**config.mk**
```make
export PLATFORM = sky130hd
export DESIGN_NAME = data_mem_arbiter
export DESIGN_NICKNAME = d
export VERILOG_FILES = /design/src/rtl/data_mem_arbiter.sv
export SDC_FILE = /design/constraint.sdc
export NUM_CORES = 1
export LEC_CHECK = 0
export CAP_MARGIN = 30
export CORE_ASPECT_RATIO = 2
export CORE_MARGIN = 3
export CORE_UTILIZATION = 37
export DETAILED_ROUTE_END_ITERATION = 10
export HOLD_SLACK_MARGIN = 0.15
export PLACE_DENSITY = 0.8
export SLEW_MARGIN = 20
export SYNTH_ARGS = -nofsm -noshare
export SYNTH_HDL_FRONTEND = slang
export SYNTH_SLANG_ARGS = --single-unit
export TNS_END_PERCENT = 1
```
**constraint.sdc**
```tcl
create_clock -name clk -period 1.5 [get_ports clk]
set_input_delay 0.3 -clock clk [delete_from_list [all_inputs] [get_ports clk]]
set_output_delay 0.3 -clock clk [all_outputs]
set_load 0.01 [all_outputs]
```
**src/rtl/data_mem_arbiter.sv**
```systemverilog
// Two-port (CPU / loader) arbiter in front of a single-ported data memory: IDLE -> ACCESS -> RESP per transfer.
// Define DMEM_ARB_ROUND_ROBIN_EN for round-robin tie-breaking; the default build gives port 0 fixed priority.
module data_mem_arbiter #(
    parameter int DATA_WIDTH = 32,
    parameter int ADDR_WIDTH = 32,
    parameter int MEM_DEPTH  = 65536
) (
    input  logic                  clk,
    input  logic                  reset,
    input  logic                  req0,
    input  logic                  req1,
    input  logic [ADDR_WIDTH-1:0] addr0,
    input  logic [ADDR_WIDTH-1:0] addr1,
    input  logic                  we0,
    input  logic                  we1,
    input  logic [3:0]            be0,
    input  logic [3:0]            be1,
    input  logic [DATA_WIDTH-1:0] wdata0,
    input  logic [DATA_WIDTH-1:0] wdata1,
    output logic                  ack0,
    output logic                  ack1,
    output logic                  err0,
    output logic                  err1,
    output logic [DATA_WIDTH-1:0] rdata,
    output logic [ADDR_WIDTH-1:0] mem_address,
    output logic [3:0]            mem_write,
    output logic [DATA_WIDTH-1:0] mem_write_data,
    output logic                  mem_read,
    input  logic [DATA_WIDTH-1:0] mem_read_data,
    output logic                  busy
);
    typedef enum logic [1:0] {IDLE, ACCESS, RESP} state_t;

    // One extra bit so a depth equal to 2**ADDR_WIDTH still compares correctly.
    localparam logic [ADDR_WIDTH:0] DEPTH_W = (ADDR_WIDTH + 1)'(MEM_DEPTH);

    state_t                  state_q;
    logic                    gnt_q;
    logic                    we_q;
    logic                    oor_q;
    logic [1:0]              ack_q;
    logic [1:0]              err_q;
    logic [DATA_WIDTH-1:0]   rdata_q;
    logic [ADDR_WIDTH-1:0]   mem_address_q;
    logic [3:0]              mem_write_q;
    logic [DATA_WIDTH-1:0]   mem_write_data_q;
    logic                    mem_read_q;
`ifdef DMEM_ARB_ROUND_ROBIN_EN
    logic                    last_grant_q;
`endif

    logic                    gnt_d;
    logic [ADDR_WIDTH-1:0]   sel_addr;
    logic                    sel_we;
    logic [3:0]              sel_be;
    logic [DATA_WIDTH-1:0]   sel_wdata;
    logic                    sel_oor;

    always_comb begin
        gnt_d = 1'b0;
`ifdef DMEM_ARB_ROUND_ROBIN_EN
        if (req0 && req1) begin
            gnt_d = ~last_grant_q;
        end else begin
            gnt_d = req1;
        end
`else
        gnt_d = ~req0;
`endif
    end

    assign sel_addr  = gnt_d ? addr1  : addr0;
    assign sel_we    = gnt_d ? we1    : we0;
    assign sel_be    = gnt_d ? be1    : be0;
    assign sel_wdata = gnt_d ? wdata1 : wdata0;
    assign sel_oor   = {1'b0, sel_addr} >= DEPTH_W;

    always_ff @(posedge clk) begin
        if (reset) begin
            state_q          <= IDLE;
            gnt_q            <= 1'b0;
            we_q             <= 1'b0;
            oor_q            <= 1'b0;
            ack_q            <= 2'b00;
            err_q            <= 2'b00;
            rdata_q          <= '0;
            mem_address_q    <= '0;
            mem_write_q      <= 4'b0000;
            mem_write_data_q <= '0;
            mem_read_q       <= 1'b0;
`ifdef DMEM_ARB_ROUND_ROBIN_EN
            last_grant_q     <= 1'b1;
`endif
        end else begin
            ack_q <= 2'b00;
            err_q <= 2'b00;
            case (state_q)
                IDLE: begin
                    if (req0 || req1) begin
                        state_q          <= ACCESS;
                        gnt_q            <= gnt_d;
                        we_q             <= sel_we;
                        oor_q            <= sel_oor;
                        mem_address_q    <= sel_addr;
                        mem_write_data_q <= sel_wdata;
                        // Strobes are launched with the grant so they line up exactly with ACCESS.
                        mem_write_q      <= (sel_we && !sel_oor) ? sel_be : 4'b0000;
                        mem_read_q       <= !sel_we && !sel_oor;
`ifdef DMEM_ARB_ROUND_ROBIN_EN
                        last_grant_q     <= gnt_d;
`endif
                    end
                end
                ACCESS: begin
                    state_q     <= RESP;
                    mem_write_q <= 4'b0000;
                    mem_read_q  <= 1'b0;
                    if (oor_q) begin
                        rdata_q <= '0;
                    end else if (!we_q) begin
                        rdata_q <= mem_read_data;
                    end
                    ack_q[gnt_q] <= 1'b1;
                    err_q[gnt_q] <= oor_q;
                end
                RESP: begin
                    state_q <= IDLE;
                end
                default: begin
                    state_q <= IDLE;
                end
            endcase
        end
    end

    assign ack0           = ack_q[0];
    assign ack1           = ack_q[1];
    assign err0           = err_q[0];
    assign err1           = err_q[1];
    assign rdata          = rdata_q;
    assign mem_address    = mem_address_q;
    assign mem_write      = mem_write_q;
    assign mem_write_data = mem_write_data_q;
    assign mem_read       = mem_read_q;
    assign busy           = (state_q != IDLE);

endmodule

```
==> Flow_metrics.wiki <==
{| class="wikitable"
! Metric !! Value
|-
| Die Y-Extent || 164 microns
|-
| Netlist area before placement || 4620 sq um
|-
| Fraction of synthesis flops using an asynchronous set or reset pin || 0%
|-
| Number of DRC markers in iteration 0 || 139
|-
| Initial antenna violation count || 0
|-
| Num ports || 280
|-
| Count of state elements after synthesis || 110
|-
| Final Non-Filler Cells || 919
|-
| Top achievable clock speed || 670 MHz
|-
| Clock Tree Buf Depth || 2
|-
| Deepest level of the CTS H-tree || 3
|-
| Area fraction in compound gates after synthesis || 17.1%
|-
| Number of buffers and inverters on the critical path || 2
|-
| DRT Pass-1 Iters || 4
|-
| Flop pwr share || 43.7%
|-
| Total clock buffers created by CTS || 9
|-
| Most instantiated flip-flop cell in the synthesis netlist || dfxtp_1
|-
| Setup Skew || 8.78 ps
|-
| Synthesized area per cell || 9.37 sq um
|-
| Number of antenna-violating nets in the routed design || 0
|-
| Total negative slack for setup checks || 0 ps
|-
| Share of post-route cells with drive strength above 1 || 8.16%
|-
| Drc violations || 0
|-
| Number of warnings printed during yosys synthesis || 0
|-
| Vias post-DR || 4732
|-
| Crit path kind || input pin to register
|-
| Global-route total usage across every layer || 21.5%
|-
| Via density per instance || 5.15
|-
| Total grt overflow || 0
|-
| Final max-slew violation count || 0
|-
| Final WL || 15400 microns
|-
| Worst ir drop on vdd || 0.000555 V
|-
| CTS Hold Bufs || 0
|-
| Global-route wire length before repair || 24100 microns
|-
| Cell type with the highest aggregate area in the netlist || dfxtp_1
|-
| EDFF count, synth || 0
|-
| Delay of the slowest cell on the worst path || 470 ps
|-
| CP Max Fanout || 6
|-
| Effective utilization at floorplan || 37.9%
|-
| Leading post-synthesis cells by cell area || dfxtp_1 48%, mux2i_1 14%, a211oi_1 11%
|-
| Clk_lat worst skew || 340 ps
|-
| Hold Crit Class || input pin to register
|-
| Net switching share of the total power || 27.3%
|-
| Die Footprint || 13900 sq um
|-
| Unique cell type count in the Yosys netlist || 34
|-
| Xor/xnor share of the synthesized area || 0%
|-
| Data arrival at the endpoint of the critical path || 1770 ps
|-
| Number of failing setup endpoints in the final timing report || 0
|-
| Width of the die || 85.0 microns
|-
| Max transition margin || 75.8%
|-
| Pint || 5.51 mW
|-
| Main combinational cell family by area after synthesis || compound AO/OA/AOI/OAI gates
|-
| Layout overhead on the synthesized area || 71.1%
|-
| CTS tree || yes
|-
| Critical Path End Type || register
|-
| Average wire per cell in the routed design || 16.8 microns
|-
| Overall power of the completed layout || 7.58 mW
|-
| Number of maximum-capacitance constraint violations || 0
|-
| Run status || completed
|-
| Core area || 12200 sq um
|-
| Post-DP HPWL || 12400 microns
|-
| Power per Cell Area || 959 nW/um^2
|-
| Dpl cells || 902
|-
| Core Rows || 57
|-
| Combinational power share || 24.8%
|-
| Number of buffers added on ports || 279
|-
| Lkg Pwr || 3.56 nW
|-
| Final Critical Period || 1490 ps
|-
| Worst path required time || 1780 ps
|-
| Crit path launch type || input pin
|-
| Transition time at the pin with the least slew margin || 361 ps
|-
| Net total in the final layout || 941
|-
| Net switching power || 2.07 mW
|-
| Clock slew at the register clock pins of the worst setup and hold paths || 80 ps
|-
| End-of-flow core utilization || 64.8%
|-
| Cell family with most CP delay || buffers and inverters
|-
| Synthesized-area fraction occupied by and/or/nand/nor cells || 14.7%
|-
| List of cells traversed by the critical path || clkdlybuf4s50_1 -> nor4b_2 -> a22oi_1 -> a211oi_4 -> buf_6 -> a32o_1
|-
| TritonCTS sink count || 110
|-
| Share of Yosys cell area claimed by the top area cell type || 47.7%
|-
| Library cell contributing the largest single delay on the critical path || clkdlybuf4s50_1
|-
| Arithmetic-cell share of the synthesized area counting full adders, half adders and majority gates || 0%
|-
| Pin count of the biggest net entering global routing || 49
|-
| N_diodes || 0
|-
| CTS root buffer || clkbuf_16
|-
| Mux share of post-synthesis cell area || 15.1%
|-
| Fraction of the yosys area taken by sequential cells || 47.7%
|-
| Period Utilization, post-route || 99.5%
|-
| Number of nets in the synthesized netlist || 667
|-
| Layout filler cell count || 1055
|-
| Vias in the first global route || 4818
|-
| Final-report hold violation count || 0
|-
| Clock share of power || 31.5%
|-
| Weighted congestion reported at the end of routability-driven placement || 0.830
|-
| Cells after Synth || 493
|}
-- cell type report --
type | instances | area (sq um) | area share [%]
multi-input cells | 337 | 2210 | 28.0
inverters | 2 | 7.51 | 0.0950
flip-flops and latches | 110 | 2200 | 27.9
well taps | 147 | 184 | 2.33
clock inverters | 7 | 78.8 | 0.997
repair buffers | 307 | 2990 | 37.9
clock buffers | 9 | 225 | 2.85
-- routing by layer --
layer / vias to the layer above / part of all wire [%] / global-route usage, %
li1: 2324 / - / -
met3: 41 / 8.5 / 6.73
met4: 0 / 3.8 / 10.4
met2: 216 / 53 / 38.9
met5: - / 0 / 0
met1: 2151 / 35 / 22.1
-- worst reg2reg max path, stage by stage (launching register included) --
cell and delay, ps:
dfxtp_2 350, nand2b_1 230, a21oi_2 190, buf_12 200, nand3_1 110, a21oi_1 180
-- per-stage QoR --
stage	worst slack, ps	area, sq um	hold WS [ps]
floorplan	229	4620	456
global placement	-403	7660	439
detailed placement	-428	7660	444
CTS	-43.6	7830	298
global route	-8.40	7900	307
finish	8.24	7900	305
-- worst paths after layout --
| path | from | endpoint | slack, ps | depth (start not counted) |
|---|---|---|---|---|
| worst max-delay path | addr1[26] | mem_write[1]$_SDFFE_PP0P_ | 8 | 6 |
| worst min register to register | rdata[7]$_SDFFE_PP0P_ | rdata[7]$_SDFFE_PP0P_ | 450 | 2 |
| worst min-delay path | reset | mem_write_data[19]$_SDFFE_PP0P_ | 300 | 2 |
| worst max register to register | state_q[1]$_SDFFE_PP0P_ | rdata[25]$_SDFFE_PP0P_ | 180 | 5 |
-- kinds of logic (layout without fill, tap and decap cells) --
logic type	after synthesis	in the layout
simple gates	155	155
compound gates	113	113
flops	110	110
mux	69	69
buf+inv	46	325
-- cells in the mapped netlist, drive strengths merged (2+ instances only) --
cell	number
nor3	2
nor4	8
nor2	72
clkbuf	13
a211oi	67
a32o	4
and2	2
nand3	33
a21oi	35
mux2	5
nand2	32
dfxtp	110
buf	31
mux2i	64
-- what timing repair did --
item,4_1_cts,5_1_grt
setup endpoints to repair,108,11
buffers inserted,0,1
pin swaps,5,6
endpoints found under the hold margin,0,0
resized for setup,104,18
gates cloned,0,0
-- registers in the layout (all words and copies together), names as in the netlist --
signal,count
mem_address,32
mem_write_data,32
rdata,32
mem_write,4
ack_q,2
err_q,2
state_q,2
gnt_q,1
mem_read,1
oor_q,1
we_q,1
-- cell usage in the layout, fill, tap and decap left out, drive strengths merged, types with 2 or more instances in the layout --
master,n
nor4,8
a21oi,35
inv,4
mux2,5
mux2i,64
buf,30
nor3,2
and2,2
clkdlybuf4s50,165
clkbuf,9
dlygate4sd2,103
dfxtp,110
a32o,4
dlymetal6s2s,8
nand2,32
clkinv,4
nand3,33
a211oi,67
nor2,72
-- power groups by stage --
stage          combinational, mW  clock [mW]  sequential [mW]
4_1_cts                     1.90        2.46             3.31
6_report                    1.88        2.38             3.31
5_1_grt                     2.05        2.58             3.34
2_1_floorplan              0.727           0             3.49
3_3_place_gp                2.01           0             3.37
3_5_place_dp                2.06           0             3.39
No activity file was read; power rests on OpenSTA's default activity.
